[src/rtl/batch_collector.sv]
// rtl/batch_collector.sv - packs per-channel pixel samples into addressed batch words
//
// Ports:
//   I_clk          single clock
//   I_rst_n        synchronous active-low reset
//   I_frame_start  one-cycle pulse on the first pixel cycle of a frame
//   I_pixel_valid  current cycle carries a pixel
//   I_pixel_data   per-channel pixel sample
//   O_data_out     completed batch word per channel, held until the next strobe
//   O_address_out  frame-relative batch index of O_data_out
//   O_batch_strobe one-cycle pulse marking a new batch on O_data_out/O_address_out
//   O_frame_done   one-cycle pulse with the strobe of the last batch in the frame
//   O_overflow     sticky flag: a pixel arrived after the frame was complete
module batch_collector #(
  parameter int CHANNEL_NUMBER    = 3,
  parameter int CHANNEL_BANDWIDTH = 128,
  parameter int PIXEL_WIDTH       = 8,
  parameter int BLOCK_DEPTH       = 480,
  localparam int PPB = CHANNEL_BANDWIDTH / PIXEL_WIDTH,
  localparam int AW  = (BLOCK_DEPTH > 1) ? $clog2(BLOCK_DEPTH) : 1
) (
  input  logic                         I_clk,
  input  logic                         I_rst_n,
  input  logic                         I_frame_start,
  input  logic                         I_pixel_valid,
  input  logic [PIXEL_WIDTH-1:0]       I_pixel_data [0:CHANNEL_NUMBER-1],
  output logic [CHANNEL_BANDWIDTH-1:0] O_data_out [0:CHANNEL_NUMBER-1],
  output logic [AW-1:0]                O_address_out,
  output logic                         O_batch_strobe,
  output logic                         O_frame_done,
  output logic                         O_overflow
);

  localparam int CW = (PPB > 1) ? $clog2(PPB) : 1;

  typedef enum logic [1:0] {
    ST_IDLE    = 2'd0,
    ST_COLLECT = 2'd1,
    ST_FULL    = 2'd2
  } state_t;

  state_t state_q, state_d;

  logic [CW-1:0]                pix_cnt;
  logic [AW-1:0]                addr_q;
  logic [CHANNEL_BANDWIDTH-1:0] sr [0:CHANNEL_NUMBER-1];

  logic [CW-1:0]                slot;
  logic [AW-1:0]                addr_base;
  logic                         accept;
  logic                         last;
  logic                         at_end;
  logic                         drop_full;
  logic [CHANNEL_BANDWIDTH-1:0] word_next [0:CHANNEL_NUMBER-1];

  // State register
  always_ff @(posedge I_clk) begin
    if (!I_rst_n) begin
      state_q <= ST_IDLE;
    end else begin
      state_q <= state_d;
    end
  end

  // Next-state logic; frame_start wins over everything so a restart is
  // possible from any state, even on the cycle that would finish the frame.
  always_comb begin
    state_d = state_q;
    if (I_frame_start) begin
      state_d = ST_COLLECT;
    end
    if (last && at_end) begin
      state_d = ST_FULL;
    end
  end

  // Decode of the current cycle. With frame_start the slot and address are
  // forced to zero so a coincident pixel becomes pixel 0 of the new frame.
  always_comb begin
    slot      = I_frame_start ? '0 : pix_cnt;
    addr_base = I_frame_start ? '0 : addr_q;
    accept    = I_pixel_valid && (I_frame_start || (state_q == ST_COLLECT));
    last      = accept && (slot == CW'(PPB - 1));
    at_end    = (addr_base == AW'(BLOCK_DEPTH - 1));
    drop_full = I_pixel_valid && !I_frame_start && (state_q == ST_FULL);
    for (int ch = 0; ch < CHANNEL_NUMBER; ch++) begin
      word_next[ch] = I_frame_start ? '0 : sr[ch];
      word_next[ch][slot*PIXEL_WIDTH +: PIXEL_WIDTH] = I_pixel_data[ch];
    end
  end

  // Datapath and registered outputs
  always_ff @(posedge I_clk) begin
    if (!I_rst_n) begin
      pix_cnt        <= '0;
      addr_q         <= '0;
      O_address_out  <= '0;
      O_batch_strobe <= 1'b0;
      O_frame_done   <= 1'b0;
      O_overflow     <= 1'b0;
      for (int ch = 0; ch < CHANNEL_NUMBER; ch++) begin
        sr[ch]         <= '0;
        O_data_out[ch] <= '0;
      end
    end else begin
      O_batch_strobe <= last;
      O_frame_done   <= last && at_end;
      if (drop_full) begin
        O_overflow <= 1'b1;
      end

      if (I_frame_start) begin
        pix_cnt <= '0;
        addr_q  <= '0;
      end

      if (accept) begin
        pix_cnt <= last ? '0 : CW'(slot + 1'b1);
        for (int ch = 0; ch < CHANNEL_NUMBER; ch++) begin
          sr[ch] <= word_next[ch];
        end
      end else if (I_frame_start) begin
        for (int ch = 0; ch < CHANNEL_NUMBER; ch++) begin
          sr[ch] <= '0;
        end
      end

      if (last) begin
        O_address_out <= addr_base;
        for (int ch = 0; ch < CHANNEL_NUMBER; ch++) begin
          O_data_out[ch] <= word_next[ch];
        end
        // The address parks on the last batch until the next frame_start.
        if (!at_end) begin
          addr_q <= addr_base + 1'b1;
        end
      end
    end
  end

endmodule

[config.mk]
export PLATFORM = sky130hd
export DESIGN_NAME = batch_collector
export DESIGN_NICKNAME = d
export VERILOG_FILES = /design/src/rtl/batch_collector.sv
export SDC_FILE = /design/constraint.sdc
export NUM_CORES = 1
export LEC_CHECK = 0
export ABC_CLOCK_PERIOD_IN_PS = 18500
export BUFFER_PORTS_ARGS = -buffer_cell sky130_fd_sc_hd__buf_2
export CAP_MARGIN = 20
export CORE_ASPECT_RATIO = 0.7
export CORE_MARGIN = 5
export CORE_UTILIZATION = 25
export CTS_CLUSTER_SIZE = 16
export DETAILED_ROUTE_END_ITERATION = 8
export PLACE_DENSITY_LB_ADDON = 0.1
export RECOVER_POWER = 100
export SYNTH_ARGS = -nofsm -noshare
export SYNTH_HDL_FRONTEND = slang
export SYNTH_SLANG_ARGS = --single-unit
[constraint.sdc]
create_clock -name I_clk -period 18.5 [get_ports I_clk]
set_input_delay 0.925 -clock I_clk [delete_from_list [all_inputs] [get_ports I_clk]]
set_output_delay 0.925 -clock I_clk [all_outputs]
set_load 0.01 [all_outputs]
# Word level (Yosys, flattened, before mapping)
# Memory sizes are Yosys's and may differ from the RTL's.
# Index checks and enable logic that the tools add are counted.
[word_totals] inputBits=28 n_memories=1 mem_bits_rw=384 output_inout_bits=396 wordCells=67 reg_bits=411
[memory_table] memory="sr" words=3 width=128 rd=3 rd_clocked_by_memory_dff=0 write_ports=3 line="46" text="logic [CHANNEL_BANDWIDTH-1:0] sr [0:CHANNEL_NUMBER-1];"
[classes] addsub=3 n_mux=28 bitwise_logic=7 eq_ne=4 n_reduce_logical=9 shifts=4
[ops] operator="$mux 128" count=9
[ops] operator="$bwmux 128" count=3
[ops] operator="$shiftx 8x34->128" count=3
[ops] operator="$shift 8x34->128 const A" count=1
[ops] operator="$neg 7->34" count=1
[ops] operator="$mux 9" count=3
[ops] operator="$mux 4" count=3
[ops] operator="$add 9x1->9 const B" count=1
[ops] operator="$eq 9x9->1 const B" count=1
[ops] operator="$mux 1" count=8
[ops] operator="$or 1x1->1" count=6
[ops] operator="$logic_and 1x1->1" count=5
[ops] operator="$add 4x1->4 const B" count=1
[ops] operator="$eq 4x4->1 const B" count=1
[ops] operator="$mux 2" count=2
[ops] operator="$eq 2x1->1 const B" count=1
[ops] operator="$eq 2x2->1 const B" count=1
[ops] operator="$reduce_bool 2->1" count=1
[ops] operator="$reduce_or 2->1" count=1
[ops] operator="$logic_not 1->1" count=1
[ops] operator="$logic_or 1x1->1" count=1
[ops] operator="$not 1->1" count=1

# Depth between registers and ports, before layout
[logic_depth] depth_word=8 ltp_mapped=16 ltp_nobuf=9

# Worst setup path after synthesis
# Ideal clock, no wire load.
[synth_path] path_type="input to register" startpoint="input I_frame_start" endpoint="memory sr[0][0] (enable)" n_path_buf=4 cell_stages=5 required_ns=17.751 setup_slack_ns=8.305 setup_time_ns=0.749 t_arrival_ns=9.446 cell_sequence="buf_6 > buf_2 > clkbuf_1 > clkbuf_1 > a211o_1"
[synth_lines] element="start: declaration" line="24" text="input logic I_frame_start,"
[synth_lines] element="end: declaration" line="46"

# Final worst setup path
[layout_path] startpoint="input I_frame_start" endpoint="register O_data_out[114] (netlist bit)"
[layout_between] elab_chain_len=4 word_cells_on_any_way=10 cone_classes="add/sub (1); eq/ne (1); shift (2); mux (3); reduce/logical (3)"
[layout_lines] element="$mux 4"
[layout_lines] element="$neg 7->34" line="88" text="word_next[ch][slot*PIXEL_WIDTH +: PIXEL_WIDTH] = I_pixel_data[ch];"
[layout_lines] element="$shiftx 8x34->128 or $shift 8x34->128 (tied branches)" line="88"
[layout_lines] element="$bwmux 128" line="88"
[layout_lines] element="end signal: indexed assignment" line="131" text="O_data_out[ch] <= word_next[ch];"
[layout_lines] element="end: declaration" line="27" text="output logic [CHANNEL_BANDWIDTH-1:0] O_data_out [0:CHANNEL_NUMBER-1],"
# Parallel ways exist; a longest one is shown, timed or not.
# A chain may end at the register's enable or synchronous reset.

==> metrics.md <==
| Metric | Value |
|---|---|
| DR WL/cell | `25.0 microns` |
| Yosys warning total | `0` |
| Unique masters post-synth | `59` |
| Drt first pass iters | `5` |
| Num rows | `113` |
| Maxcap violations | `16` |
| Setup Fix Bufs, Post-CTS | `0` |
| Seq cells post-synth | `795` |
| Worst-Margin Slew | `5560 ps` |
| Outcome | `finished with violations` |
| RSZ-0062 raised after global routing | `false` |
| Largest net degree at the start of global routing | `~190` |
| Worst Path Required | `about 19,000 ps` |
| Total CTS buffers | `92` |
| Total power | `0.00398 W` |
| Die H | `approximately 320 microns` |
| Setup CP Type | `primary input to flip-flop` |
| Fin. Hold Viols | `0` |
| Pwr dens | `98.6 nW/um^2` |
| Final Cycle Share | `58.9%` |
| GP Congestion | `between 0.7 and 0.8` |
| Tot GR Track Use | `18.1%` |
| CTS sink cnt | `795` |
| Non-Filler Instances | `5,476` |
| # DRC | `0` |
| Clock transition at the registers of the reported paths | `60 ps` |
| Fin nets | `3,589` |
| Die X-Extent | `453 microns` |
| P_leak | `14.3 nW` |
| Crit path DAT | `around 11,000 ps` |
| Mapped Avg Cell Area | `10.4 sq um` |
| CP startpoint kind | `primary input` |
| Period minus WS final | `10,900 ps` |
| Clock Tree Buf Depth | `3` |
| Root Buffer | `clkbuf_16` |
| Vias per cell | `4.79` |
| Filler cells | `approximately 14,000` |
| Clk_skew | `23.6 ps` |
| First-pass GRT wire length | `193,000 microns` |
| Post-detail-place hpwl | `84,000 microns` |
| Worst setup EP type | `flip-flop` |
| Commonest non-fill, non-tap cell in the layout | `clkbuf_1` |
| Layout cell share with drive strength beyond 1 | `6.30%` |
| H-tree depth | `3` |
| CTS tree | `done` |
| Max-slew headroom | `-270%` |
| CTS Hold Bufs | `0` |
| Cell Area, Synth | `between 30,000 and 40,000 sq um` |
| GR Overflow Total | `0` |
| FMAX | `91.7 MHz` |
| Worst setup margin | `between 7000 and 8000 ps` |
| Iteration-0 DRC Markers | `2,216` |
| Setup TNS | `0 ps` |
| Post-Syn Nets | `3,343` |
| I/O pins | `424` |
| Synth-to-layout area growth | `17.2%` |
| DP Worst Slack | `about 12,000 ps` |
| Post-synthesis cell count | `3,309` |
| ANT nets after route | `0` |
| Failing checks | `max-capacitance violations, max-slew violations` |
| Core Region | `136,000 sq um` |
| Vias in the first global route | `24,600` |
| Most frequent cells in the layout | `clkbuf_1, dfxtp_1, edfxtp_1, nand2_1, nor2_1` |
| Via count | `approximately 26,000` |
| Routed wire length | `approximately 140,000 microns` |
| Final Max Slew Viols | `665` |
| Antenna violations before repair | `16` |
| Placed insts | `about 5,300` |
| Effective utilization at floorplan | `25.3%` |
| Later-pin clock latency in the skew report | `690 ps` |
| # setup viols final | `0` |
| Post-CTS sizing | `0` |
| Post-synthesis sequential area ratio | `between 50% and 60%` |
| Die footprint | `145,000 sq um` |
| Hold_ws | `451 ps` |
| Hold Crit Class | `flip-flop to flip-flop` |
| Input/output buffers | `423` |
| VDD IR max | `0.0717 mV` |
| Critical path fanouts, max | `110` |
[layer usage]
metal  vias up  GRT usage [%]  part of all wire [%]
met2       686           26.6                    43
met5         -              0                0.0095
li1      12300              -                     -
met4         2           3.64                   1.8
met3       140           4.60                   6.9
met1     13000           26.7                    48
[state kept, by name (all words and copies together), names as in the netlist]
register and count:
state_q 2, sr 384, O_address_out 9, O_data_out 384, pix_cnt 4, O_frame_done 1, O_overflow 1, addr_q 9
O_batch_strobe 1
[cells by family (layout without fill, tap and decap cells)]
group	after synthesis	in the layout	synth area share [%]
AND/OR/NAND/NOR	1264	1264	18.7
flip-flops	795	795	57.4
AO/OA/AOI/OAI	735	735	14.1
buffers and inverters	328	653	4.31
multiplexers	170	170	4.95
XOR/XNOR	11	11	0.302
adder cells (fa/ha/maj)	6	6	0.218
other	0	2	0
[stage by stage]
| step | cell area, sq um | util, % |
|---|---|---|
| 6_report | 40300 | 29.6 |
| 4_1_cts | 41000 | 30.1 |
| 5_1_grt | 40300 | 29.6 |
| 3_5_place_dp | 37900 | 27.9 |
| 2_1_floorplan | 34400 | - |
| 3_3_place_gp | 37900 | 27.8 |
[worst max-delay path, stage by stage]
cell and delay [ps]:
clkbuf_1 3790, nand2b_1 540, ha_1 180, clkbuf_1 1450, clkinv_1 310, nor3_1 650, o21a_1 1630, buf_4 1030
and2_4 540, o311ai_0 190
[cells in the mapped netlist (all sizes together)]
cell     number  area [sq um]
a211o         1          8.76
xnor2         9          86.3
dfxtp       411          8230
o2111a        1          11.3
a31oi        30           188
o21a          3          22.5
o21bai        2          15.0
or3b          1          8.76
nand4        75           469
buf         127           728
nor4          4          40.0
clkinv        2          7.51
o2111ai       4           105
o211ai        2          15.0
o21ai       267          1340
a22o         91           797
ha            6          75.1
and3          4          25.0
or2           3          18.8
o211a         1          10.0
a22oi        73           548
o311ai       72           631
nand3b       45           338
nor4bb        1          10.0
clkbuf      194           729
nor4b         1          8.76
mux2i       170          1700
a211oi        2          32.5
nor2b       243          1520
nand3        76           440
nand4bb       1          11.3
a21oi       114           593
inv           5          18.8
edfxtp      384         11500
nand2b      127           795
nor3b        32           240
nand2       346          1300
xor2          2          17.5
a21o         72           541
nor3         11          75.1
and2          4          30.0
nor2        290          1100
[final cells by class]
class / count / area [sq um] / area share (%)
Tap cell: 1840 / 2300 / 5.71
Inverter: 7 / 31.3 / 0.0776
Clock inverter: 41 / 359 / 0.891
Timing Repair Buffer: 473 / 2030 / 5.02
Clock buffer: 132 / 2650 / 6.57
Multi-Input combinational cell: 2186 / 13200 / 32.7
Antenna cell: 2 / 5.00 / 0.0124
Sequential cell: 795 / 19800 / 49.0
[where the power goes]
group          total (W)  internal, W  switching [W]
Combinational   0.000215    0.0000543       0.000161
Sequential       0.00190      0.00189      0.0000108
Clock            0.00186      0.00107       0.000792
Total            0.00398      0.00301       0.000964
[worst paths after layout]
path | from | end | slack (ps) | depth (start not counted)
worst max register to register | pix_cnt[0]$_SDFF_PN0_ | O_data_out[114]$_SDFFE_PN0P_ | 11400 | 9
worst min register to register | O_data_out[225]$_SDFFE_PN0P_ | O_data_out[225]$_SDFFE_PN0P_ | 450 | 2
worst max-delay path | I_frame_start | O_data_out[114]$_SDFFE_PN0P_ | 7600 | 10
worst min-delay path | O_data_out[225]$_SDFFE_PN0P_ | O_data_out[225]$_SDFFE_PN0P_ | 450 | 2
Power figures use the tool's default switching activity.
